==> src/rtl/aspiradora_sensor_cmd.sv <==
// rtl/aspiradora_sensor_cmd.sv - sensor sync/debounce front-end and on/cleaning/evading command FSM
// Raw inputs are synchronized and debounced; a Moore FSM turns the filtered levels into command levels.
module aspiradora_sensor_cmd #(
    parameter int DEBOUNCE_CYCLES = 4,
    parameter int CLEAN_MIN       = 16,
    parameter int EVADE_CYCLES    = 8,
    parameter int CNT_W           = 8
) (
    input  logic clk,
    input  logic power_off,
    input  logic btn_raw,
    input  logic dirt_raw,
    input  logic bump_raw,
    output logic on,
    output logic cleaning,
    output logic evading
);

    localparam logic [2:0] ST_IDLE  = 3'd0;
    localparam logic [2:0] ST_START = 3'd1;
    localparam logic [2:0] ST_RUN   = 3'd2;
    localparam logic [2:0] ST_CLEAN = 3'd3;
    localparam logic [2:0] ST_EVADE = 3'd4;

    localparam logic [CNT_W-1:0] DEB_LAST   = CNT_W'(DEBOUNCE_CYCLES - 1);
    localparam logic [CNT_W-1:0] CLEAN_LOAD = CNT_W'(CLEAN_MIN - 1);
    localparam logic [CNT_W-1:0] EVADE_LOAD = CNT_W'(EVADE_CYCLES - 1);
    localparam logic [CNT_W-1:0] CNT_ONE    = CNT_W'(1);
    localparam logic [CNT_W-1:0] CNT_ZERO   = '0;

    // Bit order in every 3-bit vector: [0]=btn, [1]=dirt, [2]=bump.
    logic [2:0]       raw;
    logic [2:0]       sync1_q, sync1_d;
    logic [2:0]       sync2_q, sync2_d;
    logic [2:0]       filt_q, filt_d;
    logic [CNT_W-1:0] deb_cnt_q [3];
    logic [CNT_W-1:0] deb_cnt_d [3];
    logic             btn_prev_q, btn_prev_d;
    logic [2:0]       state_q, state_d;
    logic [CNT_W-1:0] clean_cnt_q, clean_cnt_d;
    logic [CNT_W-1:0] evade_cnt_q, evade_cnt_d;

    logic btn_rise;
    logic dirt_f;
    logic bump_f;

    assign raw      = {bump_raw, dirt_raw, btn_raw};
    assign dirt_f   = filt_q[1];
    assign bump_f   = filt_q[2];
    assign btn_rise = filt_q[0] & ~btn_prev_q;

    // The filtered value toggles on the edge where the mismatch count would reach DEBOUNCE_CYCLES.
    always_comb begin
        sync1_d    = raw;
        sync2_d    = sync1_q;
        filt_d     = filt_q;
        btn_prev_d = filt_q[0];
        for (int i = 0; i < 3; i++) begin
            deb_cnt_d[i] = deb_cnt_q[i];
            if (sync2_q[i] == filt_q[i]) begin
                deb_cnt_d[i] = CNT_ZERO;
            end else if (deb_cnt_q[i] == DEB_LAST) begin
                filt_d[i]    = ~filt_q[i];
                deb_cnt_d[i] = CNT_ZERO;
            end else begin
                deb_cnt_d[i] = deb_cnt_q[i] + CNT_ONE;
            end
        end
    end

    always_comb begin
        state_d     = state_q;
        clean_cnt_d = clean_cnt_q;
        evade_cnt_d = evade_cnt_q;
        case (state_q)
            ST_IDLE: begin
                if (btn_rise) begin
                    state_d = ST_START;
                end
            end
            ST_START: begin
                state_d = ST_RUN;
            end
            ST_RUN: begin
                if (dirt_f) begin
                    state_d     = ST_CLEAN;
                    clean_cnt_d = CLEAN_LOAD;
                end else if (bump_f) begin
                    state_d     = ST_EVADE;
                    evade_cnt_d = EVADE_LOAD;
                end
            end
            ST_CLEAN: begin
                if (clean_cnt_q == CNT_ZERO) begin
                    if (!dirt_f) begin
                        state_d = ST_RUN;
                    end
                end else begin
                    clean_cnt_d = clean_cnt_q - CNT_ONE;
                end
            end
            ST_EVADE: begin
                // A bump still present keeps restarting the post-bump hold time.
                if (bump_f) begin
                    evade_cnt_d = EVADE_LOAD;
                end else if (evade_cnt_q == CNT_ZERO) begin
                    state_d = ST_RUN;
                end else begin
                    evade_cnt_d = evade_cnt_q - CNT_ONE;
                end
            end
            default: begin
                state_d = ST_IDLE;
            end
        endcase
    end

    always_ff @(posedge clk or posedge power_off) begin
        if (power_off) begin
            sync1_q      <= '0;
            sync2_q      <= '0;
            filt_q       <= '0;
            deb_cnt_q[0] <= '0;
            deb_cnt_q[1] <= '0;
            deb_cnt_q[2] <= '0;
            btn_prev_q   <= 1'b0;
            state_q      <= ST_IDLE;
            clean_cnt_q  <= '0;
            evade_cnt_q  <= '0;
        end else begin
            sync1_q      <= sync1_d;
            sync2_q      <= sync2_d;
            filt_q       <= filt_d;
            deb_cnt_q[0] <= deb_cnt_d[0];
            deb_cnt_q[1] <= deb_cnt_d[1];
            deb_cnt_q[2] <= deb_cnt_d[2];
            btn_prev_q   <= btn_prev_d;
            state_q      <= state_d;
            clean_cnt_q  <= clean_cnt_d;
            evade_cnt_q  <= evade_cnt_d;
        end
    end

    assign on       = (state_q == ST_START);
    assign cleaning = (state_q == ST_CLEAN);
    assign evading  = (state_q == ST_EVADE);

endmodule

==> config.mk <==
export PLATFORM = sky130hd
export DESIGN_NAME = aspiradora_sensor_cmd
export DESIGN_NICKNAME = d
export VERILOG_FILES = /design/src/rtl/aspiradora_sensor_cmd.sv
export SDC_FILE = /design/constraint.sdc
export NUM_CORES = 1
export LEC_CHECK = 0
export ABC_AREA = 0
export CELL_PAD_IN_SITES_DETAIL_PLACEMENT = 0
export CELL_PAD_IN_SITES_GLOBAL_PLACEMENT = 1
export CORE_UTILIZATION = 52
export DETAILED_ROUTE_END_ITERATION = 12
export PLACE_DENSITY_LB_ADDON = 0.1
export SLEW_MARGIN = 25
export SYNTH_ARGS = -nofsm -noshare
export SYNTH_HDL_FRONTEND = slang
export SYNTH_SLANG_ARGS = --single-unit
==> constraint.sdc <==
create_clock -name clk -period 3.2 [get_ports clk]
set_input_delay 0.64 -clock clk [delete_from_list [all_inputs] [get_ports clk]]
set_output_delay 0.64 -clock clk [all_outputs]
set_load 0.02 [all_outputs]
==> impl_table.tex <==
\begin{tabular}{lr}
\hline
Metric & Value \\
\hline
\multicolumn{2}{l}{\textbf{STA}} \\
\quad Number of failing setup endpoints in the final timing report & 0 \\
\quad Total count of max-transition violations in the final report & 0 \\
\quad Layout Skew & 9.378 ps \\
\quad Slew at the pin with the worst max-slew slack & 583.1 ps \\
\quad Max Freq & around 380 MHz \\
\quad Setup repair after global routing missed its margin & no \\
\quad Period utilization & 0.8150 \\
\quad Final hold vios & 0 \\
\quad Min cycle time layout & 2608 ps \\
\quad Max transition margin & 0.6077 \\
\quad Aggregate negative setup slack & 0 ps \\
\multicolumn{2}{l}{\textbf{Critical path}} \\
\quad Worst Setup End Kind & primary output \\
\quad Worst reg-to-reg setup slack & around 1300 ps \\
\quad Critical path required time & 2560 ps \\
\quad Number of cell instances on the worst register-to-register path & 6 \\
\quad Critical path start-end classification & reg -> out \\
\quad Critical Path AT & 1970 ps \\
\quad Reg-to-reg startpoint & evade\_cnt\_q[0] \\
\quad Setup crit start kind & flop \\
\quad Largest driver fanout on the critical path & 15 \\
\quad R2R Path End & state\_q[1] \\
\multicolumn{2}{l}{\textbf{Die}} \\
\quad \# rows & 25 \\
\quad Starting density of the core & 0.5415 \\
\quad I/O pin count & 8 \\
\quad Die Span X & 72.13 um \\
\quad Height of the chip & 72.13 um \\
\quad Die Area & 0.005203 mm2 \\
\quad Placeable core region & about 0.0047 mm2 \\
\multicolumn{2}{l}{\textbf{CTS}} \\
\quad Quantity of gates resized following cts & 0 \\
\quad Clock Tree Root & sky130\_fd\_sc\_hd\_\_clkbuf\_8 \\
\quad Clock latency reported for the late side of the worst-skew pair & 300 ps \\
\quad Clock tree from TritonCTS & yes \\
\quad CTS Hold Bufs & 0 \\
\quad TritonCTS sink count & 53 \\
\quad Buffer count from post-CTS setup fixing & 0 \\
\quad Total clock buffers created by CTS & 5 \\
\quad Buffer depth of the longest clock path & 2 \\
\quad CTS H-tree depth & 2 \\
\quad Worst-path clk slew & 90 ps \\
\multicolumn{2}{l}{\textbf{Global routing}} \\
\quad GRT Residual Overflow & 0 \\
\quad Total track usage & 0.1897 \\
\quad First-pass GRT wire length & 7652 um \\
\quad Antenna violations before repair & 0 \\
\quad Maximum number of pins on one net before global-route repair & 21 \\
\quad Number of global-route vias before repair & between 1500 and 2000 \\
\multicolumn{2}{l}{\textbf{Logic synthesis}} \\
\quad Asr flop ratio synth & 1.000 \\
\quad Post-synthesis instance area & roughly 0.0026 mm2 \\
\quad Mapped Cells & roughly 240 \\
\quad Syn nets & $\sim$260 \\
\quad Post-synthesis average cell area & 10.48 um2 \\
\quad Post-synthesis sequential area ratio & 0.5186 \\
\quad Synth unique cells & 50 \\
\quad Yosys warnings & 0 \\
\quad FF+latch count, synth & 53 \\
\quad Primary FF master, synth & sky130\_fd\_sc\_hd\_\_dfrtp\_1 \\
\quad EDFF count, synth & 0 \\
\multicolumn{2}{l}{\textbf{Detailed routing}} \\
\quad Via Count & 1761 \\
\quad Routed length per instance & around 13 um \\
\quad Average via count per standard cell & 5.452 \\
\quad Violation count after the first detailed-routing iteration & 66 \\
\quad First drt pass iteration count & 4 \\
\quad Remaining routing DRC violations & 0 \\
\quad Final ANT Viol Nets & 0 \\
\quad Routed wire length & 4344 um \\
\multicolumn{2}{l}{\textbf{Cells and area}} \\
\quad Filler cell count & 413 \\
\quad Area of combinational cells with multiple inputs & roughly 0.0012 mm2 \\
\quad Highest-count cells in the layout ignoring fill and taps & 53 x sky130\_fd\_sc\_hd\_\_dfrtp\_1, 35 x sky130\_fd\_sc\_hd\_\_nor2\_1, 18 x sky130\_fd\_sc\_hd\_\_xor2\_1, 16 x sky130\_fd\_sc\_hd\_\_nand3\_1, 12 x sky130\_fd\_sc\_hd\_\_nand2\_1 \\
\quad Most common cell after layout, fill and taps aside & sky130\_fd\_sc\_hd\_\_dfrtp\_1 \\
\quad Final antenna diode count & 0 \\
\quad Number of nets at the end of the flow & between 200 and 300 \\
\quad Share of final-layout standard cells stronger than drive strength 1 & 0.07422 \\
\quad Sequential Area & 0.001326 mm2 \\
\quad Relative area change from synthesis to final layout & 9.247\% \\
\quad Final Instance Count excl. Fillers & 323 \\
\multicolumn{2}{l}{\textbf{Power}} \\
\quad Areal power density over the cells & between 700 and 800 mW/mm2 \\
\quad Leakage & approximately 1.3 nW \\
\quad Maximum resistive drop on vdd & 0.3875 mV \\
\multicolumn{2}{l}{\textbf{Hold path}} \\
\quad Class of the tightest hold or removal check & reg -> reg \\
\quad Sink of the worst hold path & sync2\_q[1] \\
\quad Start point of the worst hold path & sync1\_q[1] \\
\quad Worst hold path depth & 0 \\
\multicolumn{2}{l}{\textbf{Run status}} \\
\quad Status & finished, final reports clean \\
\multicolumn{2}{l}{\textbf{Placed design}} \\
\quad Total placed cells including tap cells & 316 \\
\quad Final estimated routing congestion in global placement & 0.7635 \\
\quad Number of port buffers & 7 \\
\quad Sum of net half-perimeters after detailed placement & 3093 um \\
\multicolumn{2}{l}{\textbf{Flow run}} \\
\quad Count of maximum capacitance violations & 0 \\
\hline
\end{tabular}
## sequential cells by signal, summed over array words and instances, names as in the netlist
register / count
evade_cnt_q: 8
deb_cnt_q: 24
clean_cnt_q: 8
sync2_q: 3
state_q: 3
filt_q: 3
btn_prev_q: 1
sync1_q: 3
## layout make-up
type	instances	share of cell area
Clock buffer	7	0.03090
Inverter	8	0.01075
Timing Repair Buffer	9	0.03045
Sequential cell	53	0.4747
Tap cell	67	0.03000
Multi-Input combinational cell	179	0.4232
## power breakdown
part | total, W | switching [W] | internal [W]
combinational | 0.000664 | 0.000363 | 0.000301
sequential | 0.00105 | 0.000213 | 0.000833
clock | 0.000374 | 0.000202 | 0.000172
## stage by stage
| step | setup WS [ps] | hold slack (ps) | instance area, um2 | total power (W) | utilization |
|---|---|---|---|---|---|
| 2_1_floorplan | 1274 | 331.2 | 2557 | 0.001536 | - |
| 3_3_place_gp | 994.8 | 331.2 | 2708 | 0.001706 | 0.5732 |
| 3_5_place_dp | 955.6 | 336.3 | 2708 | 0.001721 | 0.5732 |
| 4_1_cts | 608.9 | 350.9 | 2794 | 0.002106 | 0.5915 |
| 5_1_grt | 474.5 | 354.7 | 2794 | 0.002252 | 0.5915 |
| 6_report | 591.9 | 347.6 | 2794 | 0.002085 | 0.5915 |
## metal layers
| layer | share of wire | global-route usage | wire [um] |
|---|---|---|---|
| met1 | 0.53 | 0.2694 | 2281 |
| met2 | 0.45 | 0.2845 | 1944 |
| met3 | 0.020 | 0.04167 | 86 |
| met4 | 0.0071 | 0.07625 | 31 |
| met5 | 0 | 0 | 0 |
## worst max-delay path, stage by stage, from the launching register on
cell	delay [ps]
sky130_fd_sc_hd__dfrtp_1	520
sky130_fd_sc_hd__and2b_1	340
sky130_fd_sc_hd__nand2_1	120
sky130_fd_sc_hd__inv_1	90
sky130_fd_sc_hd__clkdlybuf4s50_1	600
## how the worst max path moves through the flow
stage / startpoint / depth (start not counted) / end / slack (ps)
detailed placement: state_q[1] / 4 / evading / 960
global placement: state_q[1] / 4 / evading / 990
CTS: state_q[1] / 4 / evading / 610
global route: state_q[1] / 4 / evading / 470
floorplan: power_off / 1 / btn_prev_q / 1270
finish: state_q[1] / 4 / evading / 590
## synthesized netlist by cell type (all sizes together), types with 2 or more instances
library cell  number  share of area
and3               8          0.020
nor3b              2         0.0059
o211ai             3         0.0088
or4                3         0.0088
xor2              18          0.062
or3b               2         0.0069
nand2b             2         0.0049
mux2               4          0.018
mux2i              3          0.012
dfrtp             53           0.52
o21ai              6          0.012
nor3               7          0.014
inv                8          0.012
a21oi              7          0.014
clkbuf             3         0.0044
o31ai              3         0.0088
and2               3         0.0073
nand3             16          0.031
a211oi             4          0.012
xnor2              5          0.017
a211o              2         0.0073
nor2              35          0.051
or3                5          0.014
ha                 7          0.034
nor4               2         0.0049
nor4b              3          0.013
nand2             12          0.018
## cells by family after synthesis
| logic type | share of synthesized area |
|---|---|
| XOR/XNOR | 0.07877 |
| AND/OR/NAND/NOR | 0.2339 |
| adder cells (fa/ha/maj) | 0.03425 |
| flip-flops | 0.5186 |
| AO/OA/AOI/OAI | 0.08611 |
| multiplexers | 0.02935 |
| buffers and inverters | 0.01908 |
Note: power is estimated with default switching activity, not from simulation.
